### src/rtl/nem_ohmux_sel_arb_if.sv
// Request/select bundle between datapath clients and the NEM-relay select arbiter.
// master: clients drive REQ0/REQ1. slave: arbiter drives S0/S1, GNT0/GNT1 and BUSY.
interface nem_ohmux_sel_arb_if;
    logic REQ0;
    logic REQ1;
    logic S0;
    logic S1;
    logic GNT0;
    logic GNT1;
    logic BUSY;

    modport master (
        output REQ0,
        output REQ1,
        input  S0,
        input  S1,
        input  GNT0,
        input  GNT1,
        input  BUSY
    );

    modport slave (
        input  REQ0,
        input  REQ1,
        output S0,
        output S1,
        output GNT0,
        output GNT1,
        output BUSY
    );
endinterface

### src/rtl/nem_ohmux_sel_arb.sv
// Round-robin arbiter/sequencer for the one-hot S0/S1 select pair of a NEM-relay mux bank.
// Ports: CP clock, RST async active-high reset, bus (slave) carries REQx in and Sx/GNTx/BUSY out.
module nem_ohmux_sel_arb #(
    parameter int unsigned SETTLE_CYC  = 8,
    parameter int unsigned RELEASE_CYC = 4,
    parameter int unsigned HOLD_MAX    = 16
) (
    input  logic                CP,
    input  logic                RST,
    nem_ohmux_sel_arb_if.slave  bus
);

    typedef enum logic [1:0] {
        IDLE  = 2'd0,
        MAKE  = 2'd1,
        GRANT = 2'd2,
        BREAK = 2'd3
    } state_t;

    localparam logic [7:0] SETTLE_LD  = 8'(SETTLE_CYC - 1);
    localparam logic [7:0] RELEASE_LD = 8'(RELEASE_CYC - 1);
    localparam logic [7:0] HOLD_LIM   = (HOLD_MAX == 0) ? 8'd0 : 8'(HOLD_MAX - 1);
    localparam logic       PREEMPT_EN = (HOLD_MAX != 0);

    state_t     state_q, state_d;
    logic [7:0] cnt_q,   cnt_d;
    logic [7:0] hold_q,  hold_d;
    logic       own_q,   own_d;
    logic       last_q,  last_d;
    logic       s0_q,    s0_d;
    logic       s1_q,    s1_d;
    logic       gnt0_q,  gnt0_d;
    logic       gnt1_q,  gnt1_d;

    // Select / grant asserted for the owner after this edge; mapped to
    // the port selected by own_d so only one select can ever be driven.
    logic       s_on_d;
    logic       g_on_d;

    logic       req_own;
    logic       req_oth;
    logic       win;

    assign req_own = own_q ? bus.REQ1 : bus.REQ0;
    assign req_oth = own_q ? bus.REQ0 : bus.REQ1;

    // Sole requester wins; on a tie the port not served last wins.
    assign win = (bus.REQ0 && bus.REQ1) ? ~last_q : bus.REQ1;

    always_comb begin
        state_d = state_q;
        cnt_d   = cnt_q;
        hold_d  = hold_q;
        own_d   = own_q;
        last_d  = last_q;
        s_on_d  = 1'b0;
        g_on_d  = 1'b0;

        unique case (state_q)
            IDLE: begin
                if (bus.REQ0 || bus.REQ1) begin
                    state_d = MAKE;
                    own_d   = win;
                    last_d  = win;
                    cnt_d   = SETTLE_LD;
                    s_on_d  = 1'b1;
                end
            end

            MAKE: begin
                if (!req_own) begin
                    // Requester gave up while the relay was still pulling in.
                    state_d = BREAK;
                    cnt_d   = RELEASE_LD;
                end else if (cnt_q == 8'd0) begin
                    state_d = GRANT;
                    hold_d  = 8'd0;
                    s_on_d  = 1'b1;
                    g_on_d  = 1'b1;
                end else begin
                    cnt_d   = cnt_q - 8'd1;
                    s_on_d  = 1'b1;
                end
            end

            GRANT: begin
                if (!req_own) begin
                    state_d = BREAK;
                    cnt_d   = RELEASE_LD;
                end else if (PREEMPT_EN && req_oth && (hold_q >= HOLD_LIM)) begin
                    // Bounded hold under contention: force the path open.
                    state_d = BREAK;
                    cnt_d   = RELEASE_LD;
                end else begin
                    s_on_d  = 1'b1;
                    g_on_d  = 1'b1;
                    if (hold_q != 8'hff) begin
                        hold_d = hold_q + 8'd1;
                    end
                end
            end

            BREAK: begin
                if (cnt_q == 8'd0) begin
                    state_d = IDLE;
                end else begin
                    cnt_d   = cnt_q - 8'd1;
                end
            end

            default: begin
                state_d = BREAK;
                cnt_d   = RELEASE_LD;
            end
        endcase

        s0_d   = s_on_d & ~own_d;
        s1_d   = s_on_d &  own_d;
        gnt0_d = g_on_d & ~own_d;
        gnt1_d = g_on_d &  own_d;
    end

    // Reset lands in BREAK so a reset taken mid-operation still
    // honours the relay dead time before any select rises again.
    always_ff @(posedge CP or posedge RST) begin
        if (RST) begin
            state_q <= BREAK;
            cnt_q   <= RELEASE_LD;
            hold_q  <= 8'd0;
            own_q   <= 1'b0;
            last_q  <= 1'b1;
            s0_q    <= 1'b0;
            s1_q    <= 1'b0;
            gnt0_q  <= 1'b0;
            gnt1_q  <= 1'b0;
        end else begin
            state_q <= state_d;
            cnt_q   <= cnt_d;
            hold_q  <= hold_d;
            own_q   <= own_d;
            last_q  <= last_d;
            s0_q    <= s0_d;
            s1_q    <= s1_d;
            gnt0_q  <= gnt0_d;
            gnt1_q  <= gnt1_d;
        end
    end

    assign bus.S0   = s0_q;
    assign bus.S1   = s1_q;
    assign bus.GNT0 = gnt0_q;
    assign bus.GNT1 = gnt1_q;
    assign bus.BUSY = (state_q != IDLE);

endmodule
### src/flat_wrapper.sv
// flat-port wrapper written by rule: the top's interface ports become plain ports
module nem_ohmux_sel_arb_flat 
#(
    parameter int unsigned SETTLE_CYC  = 8,
    parameter int unsigned RELEASE_CYC = 4,
    parameter int unsigned HOLD_MAX    = 16
)
  (CP, RST, bus_REQ0, bus_REQ1, bus_S0, bus_S1, bus_GNT0, bus_GNT1, bus_BUSY);
  nem_ohmux_sel_arb_if bus_i ();
  input  logic CP;
  input  logic RST;
  input wire logic [$bits(bus_i.REQ0)-1:0] bus_REQ0;
  input wire logic [$bits(bus_i.REQ1)-1:0] bus_REQ1;
  output wire logic [$bits(bus_i.S0)-1:0] bus_S0;
  output wire logic [$bits(bus_i.S1)-1:0] bus_S1;
  output wire logic [$bits(bus_i.GNT0)-1:0] bus_GNT0;
  output wire logic [$bits(bus_i.GNT1)-1:0] bus_GNT1;
  output wire logic [$bits(bus_i.BUSY)-1:0] bus_BUSY;
  assign bus_i.REQ0 = bus_REQ0;
  assign bus_i.REQ1 = bus_REQ1;
  assign bus_S0 = bus_i.S0;
  assign bus_S1 = bus_i.S1;
  assign bus_GNT0 = bus_i.GNT0;
  assign bus_GNT1 = bus_i.GNT1;
  assign bus_BUSY = bus_i.BUSY;
  nem_ohmux_sel_arb #(.SETTLE_CYC(SETTLE_CYC), .RELEASE_CYC(RELEASE_CYC), .HOLD_MAX(HOLD_MAX)) u_core (.CP(CP), .RST(RST), .bus(bus_i));
endmodule
### config.mk
export PLATFORM = sky130hd
export DESIGN_NAME = nem_ohmux_sel_arb_flat
export DESIGN_NICKNAME = d
export VERILOG_FILES = /design/src/rtl/nem_ohmux_sel_arb_if.sv /design/src/rtl/nem_ohmux_sel_arb.sv /design/src/flat_wrapper.sv
export SDC_FILE = /design/constraint.sdc
export NUM_CORES = 1
export LEC_CHECK = 0
export BUFFER_PORTS_ARGS = -buffer_cell sky130_fd_sc_hd__buf_4
export CAP_MARGIN = 30
export CORE_ASPECT_RATIO = 1.1
export CORE_UTILIZATION = 25
export CTS_BUF_LIST = sky130_fd_sc_hd__clkbuf_8
export DETAILED_ROUTE_END_ITERATION = 10
export PLACE_DENSITY = 0.42
export SYNTH_ARGS = -nofsm -noshare
export SYNTH_HDL_FRONTEND = slang
export SYNTH_SLANG_ARGS = --single-unit
### constraint.sdc
create_clock -name CP -period 4.2 [get_ports CP]
set_clock_uncertainty 0.05 [all_clocks]
set_input_delay 0 -clock CP [delete_from_list [all_inputs] [get_ports CP]]
set_output_delay 0 -clock CP [all_outputs]
set_load 0.1 [all_outputs]
==> results of run 1 <==
==> state kept, by name, summed over array words and instances (netlist names) <==
name	count
u_core.cnt_q	8
u_core.hold_q	8
u_core.state_q	2
u_core.bus.GNT0	1
u_core.bus.GNT1	1
u_core.bus.S0	1
u_core.bus.S1	1
u_core.last_q	1
u_core.own_q	1
==> worst paths after layout <==
check	from	to	slack, ps	cells after the start
setup / recovery	u_core.cnt_q[0]	u_core.hold_q[0]	1850	7
hold / removal	bus_REQ1	u_core.own_q	100	3
setup reg to reg	u_core.cnt_q[0]	u_core.hold_q[0]	1850	7
min in group asynchronous	RST	u_core.bus.GNT1	210	3
hold reg to reg	u_core.hold_q[6]	u_core.hold_q[6]	490	1
max in group asynchronous	RST	u_core.state_q[1]	3370	4
==> per-layer routing <==
| metal | global-route usage, % | up-vias |
|---|---|---|
| met2 | 19.0 | 19 |
| met4 | 2.62 | 0 |
| met3 | 2.86 | 2 |
| met5 | 0 | - |
| met1 | 15.6 | 624 |
| li1 | - | 625 |
==> where the power goes <==
| part | internal, W | switching [W] |
|---|---|---|
| combinational | 0.000265 | 0.000463 |
| sequential | 0.000327 | 0.0000794 |
| clock | 0.000128 | 0.0000763 |
==> stage by stage <==
stage,hold slack [ps],total power (W),instances,cell area (um2),setup WS [ps]
finish,102,0.00134,249,1760,1850
global route,143,0.00146,249,1760,1690
floorplan,-39.1,0.000969,162,1500,1630
CTS,79.3,0.00135,248,1730,1840
detailed placement,187,0.00112,241,1630,1850
global placement,179,0.00112,241,1630,1920
==> Yosys cell counts (3+ instances only) <==
library cell / number
o41ai_1: 3
nor2_1: 10
a22o_1: 6
inv_1: 11
nand3_1: 3
o21ai_0: 16
ha_1: 7
nand2_1: 14
dfrtp_1: 19
and2_1: 3
dfstp_2: 5
a21oi_1: 6
and3_1: 4
o211ai_1: 3
==> cells by family (layout without fill, tap and decap cells) <==
group,after synthesis,count (layout)
AOI/OAI and AO/OA,57,57
and+or+nand+nor,54,54
DFF,24,24
buffers and inverters,17,27
adders and majority gates,7,7
muxes,3,3
==> worst max-delay path: cells and delay by family (launching register included) <==
| family | cells | cell delay (ps) |
|---|---|---|
| AO/OA/AOI/OAI | 2 | 860 |
| adder cells (fa/ha/maj) | 1 | 200 |
| buffers and inverters | 1 | 70 |
| flip-flops | 1 | 550 |
| AND/OR/NAND/NOR | 3 | 510 |
==> final cells by class <==
class	instances	area (um2)
fillers	585	4010
clock buffers	3	41.3
well taps	77	96.3
flip-flops and latches	24	607
multi-input cells	121	827
inverters	11	41.3
repair buffers	12	118
clock inverters	1	30.0
==> flow_metrics.tcl, run 1 <==
set metrics [dict create \
    ios 9 \
    synth.avg_cell_area_um2 9.28 \
    topRoutingLayerUsed "met4" \
    p_per_area_nw_per_um2 760 \
    place_hpwl_um 2500 \
    synth_cell_types 54 \
    core_area_um2 5770 \
    final_common_cell "dfrtp_1" \
    fmax_mhz 425 \
    clk_pin_slew_ps 90 \
    vias 1270 \
    clock_latency_ps 270 \
    grt_pass1_wl_um 5960 \
    synth_area_leaders "dfrtp_1 32%, dfstp_2 8.7%, ha_1 5.8%, o21ai_0 5.3%, nand2_1 3.5%" \
    cp_max_fo 11 \
    cts_tree "yes" \
    synthXorXnorAreaFrac_pct 0 \
    power.leakage_nw 0.767 \
    clock-sinks 24 \
    synth-seq-cells 24 \
    cp_cell_sequence "inv_1 > ha_1 > nor3b_1 > and4_1 > a21oi_1 > nor4b_1 > a211o_1" \
    relSlewSlack_pct 48.7 \
    grt_pass1_vias 1215 \
    hold_violations 0 \
    dieArea_um2 6330 \
    viasPerCell 5.10 \
    antenna_found_initial 0 \
    area_growth_pct 17.2 \
    ys_warn_count 0 \
    grt_remaining_overflow 0 \
    start_util_pct 26.0 \
    synth_fp_nets 173 \
    wl_met2_um 1640 \
    min_period_over_period_pct 56.0 \
    cts_buffer_depth 2 \
    synth_top_family_by_area "compound AO/OA/AOI/OAI gates" \
    tightest_slew_ps 770 \
    rsz0062_at_grt "false" \
    final_util_pct 30.5 \
    hold_buffers 3 \
    synth_compound_area_share_pct 26.6 \
    cts_buffers 3 \
    synth-adder-area-share_pct 5.83 \
    root_buffer "clkbuf_8" \
    drive_gt1_share_pct 16.3 \
    ir_drop_mv 0.286 \
    post_cts_buffers 0 \
    synth_area_um2 1500 \
    yosysTopAreaCell "dfrtp_1" \
    end_kind "flop" \
    rows 29 \
    drc 0 \
    synth_edf_count 0 \
    max_stage_delay_ps 610 \
    die_w_um 75.9 \
    cts_htree_levels 1 \
    wl_per_cell_um 13.8 \
    cp_slowest_cell "a21oi_1" \
    synth_mux_area_share_pct 2.16 \
    first_pass_iters 5 \
    ys_seq_area_share_pct 40.4 \
    drv_cap 0 \
    grt_max_degree 25 \
    synth_top_area_share_pct 31.6 \
    yosys.area_share.simple_pct 20.5 \
    fin_nets 184 \
    period_needed_ps 2350 \
    final_max_slew_viol_count 0 \
    grt_usage_pct 11.7 \
    startpoint_type "flop" \
    totalWireLength_um 3430 \
    synthFlopType "dfrtp_1" \
    port-buffer-count 8 \
    dr_wl_met3_um 104 \
    n_antenna_cell 0 \
    worstSetupPathType "reg -> reg" \
    final.setup.tns_ps 0 \
    worstHoldPathType "in -> reg" \
    async_flop_share_pct 100 \
    ant_nets 0 \
    die_h_um 83.3 \
    arrival_ps 2460 \
    status "finished clean" \
    place.gp.congestion 0.787 \
    postSynthCellCount 162 \
    final_cell_mix "19 x dfrtp_1, 16 x o21ai_0, 14 x nand2_1, 11 x inv_1, 10 x nor2_1" \
    finalSetupViolations 0 \
    drt_iter0_drc 69 \
    drt-met1-wl_um 1660 \
    cp.required_ps 4310 \
    postCtsResizedCells 0 \
]
(Power assumes the default switching activity.)
==> inputs of run 2 (changes only) <==
==> constraint.sdc (replaced) <==
create_clock -name CP -period 2.4 [get_ports CP]
set_clock_uncertainty 0.05 [all_clocks]
set_input_delay 0 -clock CP [delete_from_list [all_inputs] [get_ports CP]]
set_output_delay 0 -clock CP [all_outputs]
set_load 0.1 [all_outputs]
==> flow_metrics.tcl, run 2 (same netlist as run 1, synthesis figures left out) <==
set metrics [dict create \
    vias 1274 \
    startpoint_type "flop" \
    root_buffer "clkbuf_8" \
    final_util_pct 31.1 \
    ant_nets 0 \
    drive_gt1_share_pct 19.8 \
    start_util_pct 26.0 \
    dieArea_um2 6330 \
    tightest_slew_ps 510 \
    reg.largest.list "u_core.cnt_q (8), u_core.hold_q (8), u_core.state_q (2)" \
    antenna_found_initial 0 \
    die_w_um 75.9 \
    clk_pin_slew_ps 90 \
    min_to "u_core.own_q" \
    met1_usage_pct 15.8 \
    wl_per_cell_um 13.6 \
    period_needed_ps 2210 \
    drt_iter0_drc 49 \
    arrival_ps 2330 \
    use_met2_pct 19.3 \
    viasPerCell 5.02 \
    hold_depth 3 \
    drc 0 \
    grt_pass1_wl_um 6090 \
    worstRegToRegCells 5 \
    cp_max_fo 13 \
    die_h_um 83.3 \
    place_hpwl_um 2630 \
    crit_start "u_core.state_q[1]" \
    hold_start "bus_REQ1" \
    rsz0062_at_grt "false" \
    clock-sinks 24 \
    relSlewSlack_pct 65.9 \
    r2r_slack_ps 190 \
    final.setup.tns_ps 0 \
    grt_usage_pct 11.7 \
    dp.cells 247 \
    cts_htree_levels 1 \
    post_cts_buffers 0 \
    cp.required_ps 2520 \
    totalWireLength_um 3450 \
    final_common_cell "dfrtp_1" \
    cts_buffer_depth 2 \
    area_growth_pct 19.3 \
    final_max_slew_viol_count 0 \
    status "finished clean" \
    power.leakage_nw 0.787 \
    hold_violations 0 \
    drv_cap 0 \
    n_antenna_cell 0 \
    place.gp.congestion 0.816 \
    fin_nets 189 \
    met3_usage_pct 2.75 \
    instances_no_fill 254 \
    ios 9 \
    fmax_mhz 453 \
    min_period_over_period_pct 91.9 \
    core_area_um2 5770 \
    grt-busiest-layer "met2" \
    final_cell_mix "19 x dfrtp_1, 16 x o21ai_0, 14 x nand2_1, 13 x buf_4" \
    first_pass_iters 4 \
    end_kind "flop" \
    clock_latency_ps 270 \
    worstSetupPathType "reg -> reg" \
    rr_startpoint "u_core.state_q[1]" \
    p_per_area_nw_per_um2 1340 \
    grt_pass1_vias 1265 \
    grt_remaining_overflow 0 \
    finalSetupViolations 0 \
    port-buffer-count 8 \
    worstHoldPathType "in -> reg" \
    rows 29 \
    grt_max_degree 15 \
    ir_drop_mv 0.374 \
    cts_tree "yes" \
    cts_buffers 3 \
    worstReg2RegEnd "u_core.cnt_q[4]" \
]
[run 2: layout make-up]
type	count	area, um2
fill	604	3980
timing repair buffer	17	143
clock buffer	3	41.3
clock inverter	1	30.0
tap	77	96.3
sequential	24	607
multi-input combinational	121	831
inverter	11	45.0
[run 2: metal layers]
metal | up-vias | wire length, um
li1 | 637 | -
met1 | 616 | 1760
met2 | 19 | 1590
met3 | 2 | 96
met4 | 0 | 10
met5 | - | 0
[run 2: how the worst max path moves through the flow]
stage / end / slack [ps] / depth (start not counted)
after floorplan: u_core.cnt_q[4] / 30 / 8
after global placement: u_core.hold_q[0] / 150 / 7
after detailed placement: u_core.hold_q[0] / 80 / 7
after CTS: u_core.hold_q[0] / 70 / 7
after global routing: u_core.cnt_q[4] / 60 / 5
final: u_core.cnt_q[4] / 190 / 5
[run 2: repair_timing]
action                     in CTS  in global routing
setup endpoints to repair       0                  5
hold buffers                    3                  0
resized for setup               0                  1
hold endpoints to repair       10                  0
[run 2: power by group]
group	internal (W)	switching [W]	total [W]	leakage [nW]
registers	0.000572	0.000146	0.000718	0.309
clock network	0.000223	0.000142	0.000365	0.0357
logic	0.000502	0.000824	0.00133	0.442
[run 2: worst max-delay path: stages, from the launching register on]
cell and delay, ps:
dfstp_2 560, ha_1 400, nand2_1 120, a211o_2 470, and3_1 250, a32o_1 260
[run 2: per-stage QoR]
step	total power, W	worst slack [ps]	cell area [um2]	hold slack (ps)
3_3_place_gp	0.00201	149	1670	174
6_report	0.00241	193	1790	76.6
5_1_grt	0.00260	61.7	1790	111
3_5_place_dp	0.00203	82.8	1690	35.4
2_1_floorplan	0.00171	27.0	1510	-39.1
4_1_cts	0.00242	73.6	1790	76.0
==> inputs of run 3 (changes only) <==
--- a/config.mk
+++ b/config.mk
@@ -11,7 +11,7 @@
 export CORE_UTILIZATION = 25
 export CTS_BUF_LIST = sky130_fd_sc_hd__clkbuf_8
 export DETAILED_ROUTE_END_ITERATION = 10
-export PLACE_DENSITY = 0.42
+export PLACE_DENSITY = 0.43
 export SYNTH_ARGS = -nofsm -noshare
 export SYNTH_HDL_FRONTEND = slang
 export SYNTH_SLANG_ARGS = --single-unit
==> constraint.sdc (replaced) <==
create_clock -name CP -period 1.8 [get_ports CP]
set_clock_uncertainty 0.05 [all_clocks]
set_input_delay 0 -clock CP [delete_from_list [all_inputs] [get_ports CP]]
set_output_delay 0 -clock CP [all_outputs]
set_load 0.1 [all_outputs]
==> flow_metrics.tcl, run 3 (same netlist as run 1, synthesis figures left out) <==
set metrics [dict create \
    cts_htree_levels 1 \
    final_util_pct 40.3 \
    area_growth_pct 54.7 \
    ant_nets 0 \
    final_max_slew_viol_count 0 \
    power.leakage_nw 1.04 \
    start_util_pct 26.0 \
    cts_buffer_depth 2 \
    violations "negative setup slack" \
    end_kind "flop" \
    dieArea_um2 6330 \
    hold_violations 0 \
    final_cell_mix "50 x buf_4, 19 x dfrtp_1, 13 x nand2_1, 10 x nor2_1, 9 x o21ai_1" \
    port-buffer-count 8 \
    seqCellArea_um2 607 \
    clk_pin_slew_ps 90 \
    final.setup.tns_ps -104 \
    final_common_cell "buf_4" \
    place.gp.congestion 0.847 \
    wl_per_cell_um 14.1 \
    fmax_mhz 543 \
    worstRegToRegCells 5 \
    crit_start "u_core.hold_q[6]" \
    rsz0062_at_grt "true" \
    n_antenna_cell 0 \
    r2r_slack_ps -40 \
    grt_pass1_vias 1495 \
    total_power_w 0.00426 \
    arrival_ps 1990 \
    tightest_slew_ps 392 \
    p_per_area_nw_per_um2 1830 \
    worstSetupPathType "reg -> reg" \
    worst_hold_slack_ps 284 \
    root_buffer "clkbuf_8" \
    finalSetupViolations 5 \
    grt_usage_pct 14.0 \
    clock_latency_ps 270 \
    relSlewSlack_pct 73.7 \
    nFillCells 571 \
    first_pass_iters 4 \
    cts_tree "yes" \
    instances_no_fill 295 \
    dp.cells 281 \
    place_hpwl_um 3000 \
    cts_buffers 3 \
    multi_input_area_um2 1050 \
    grt_max_degree 25 \
    worstHoldPathType "in -> async" \
    core_area_um2 5770 \
    die_w_um 75.9 \
    worstReg2RegEnd "u_core.hold_q[4]" \
    die_h_um 83.3 \
    ir_drop_mv 0.600 \
    grt_pass1_wl_um 7110 \
    cp.required_ps 1950 \
    drc 0 \
    min_period_over_period_pct 102 \
    rows 29 \
    totalWireLength_um 4150 \
    fin_nets 230 \
    ios 9 \
    clock-sinks 24 \
    cp_max_fo 7 \
    startpoint_type "flop" \
    worstSetupEndpoint "u_core.hold_q[4]" \
    vias 1449 \
    finalWorstSetupSlack_ps -42.9 \
    rr_startpoint "u_core.hold_q[6]" \
    drive_gt1_share_pct 50.5 \
    drv_cap 0 \
    viasPerCell 4.91 \
    grt_remaining_overflow 0 \
    antenna_found_initial 0 \
    drt_iter0_drc 52 \
    reg.largest.list "u_core.cnt_q (8), u_core.hold_q (8), u_core.state_q (2)" \
    period_needed_ps 1840 \
    status "finished with violations" \
]
==> run 3: cell types whose count changed in the layout (fill, tap and decap cells not counted), moves of 3 or more <==
cell     previous run  this run
o41ai_2             0         3
o41ai_1             3         0
o21ai_0            16         6
ha_1                7         2
inv_1              10         4
o21ai_2             0         3
buf_6               0         3
o21ai_1             2         9
buf_4              13        50
ha_4                0         4
inv_2               0         4
==> run 3: power breakdown <==
part	internal (W)	switching [W]
logic	0.00142	0.00154
registers	0.000764	0.000161
clock network	0.000195	0.000178
total	0.00238	0.00188
==> run 3: metal layers <==
metal / routed length (um) / vias up / GRT usage, %
li1: - / 722 / -
met1: 1800 / 717 / 16.7
met2: 2280 / 8 / 26.2
met3: 47 / 2 / 2.64
met4: 19 / 0 / 2.10
met5: 0 / - / 0
==> run 3: worst min-delay path by stage <==
stage / from / slack [ps] / depth (start not counted) / to
final: RST / 280 / 4 / u_core.hold_q[1]
after global routing: RST / 340 / 4 / u_core.hold_q[1]
after CTS: RST / 290 / 4 / u_core.hold_q[1]
after detailed placement: RST / 30 / 3 / u_core.cnt_q[6]
after global placement: RST / 30 / 3 / u_core.cnt_q[6]
after floorplan: RST / -40 / 1 / u_core.bus.GNT0
==> run 3: worst max-delay path: stages, from the launching register on <==
cell and delay (ps):
dfrtp_1 460, nor4_4 280, a21oi_4 140, or3_4 410
or3_1 360, o21ai_1 80
==> run 3: cell type report <==
cell class	count	area share, %
Inverter	11	2.15
Clock buffer	4	2.37
Sequential cell	24	26.1
Multi-Input combinational cell	121	45.3
Timing Repair Buffer	58	20.0
Tap cell	77	4.14
==> run 3: timing repair <==
item / 4_1_cts / 5_1_grt
pin swaps: 15 / 9
hold endpoints to repair: 20 / 0
hold buffers: 3 / 0
gates cloned: 1 / 0
setup buffers: 4 / 2
resized for setup: 33 / 24
setup endpoints to repair: 17 / 18
==> run 3: stage by stage <==
| stage | setup WS, ps | instance area [um2] |
|---|---|---|
| 5_1_grt | -151 | 2320 |
| 3_3_place_gp | -122 | 1950 |
| 2_1_floorplan | -460 | 1540 |
| 6_report | -42.9 | 2320 |
| 4_1_cts | -44.4 | 2210 |
| 3_5_place_dp | -168 | 1950 |
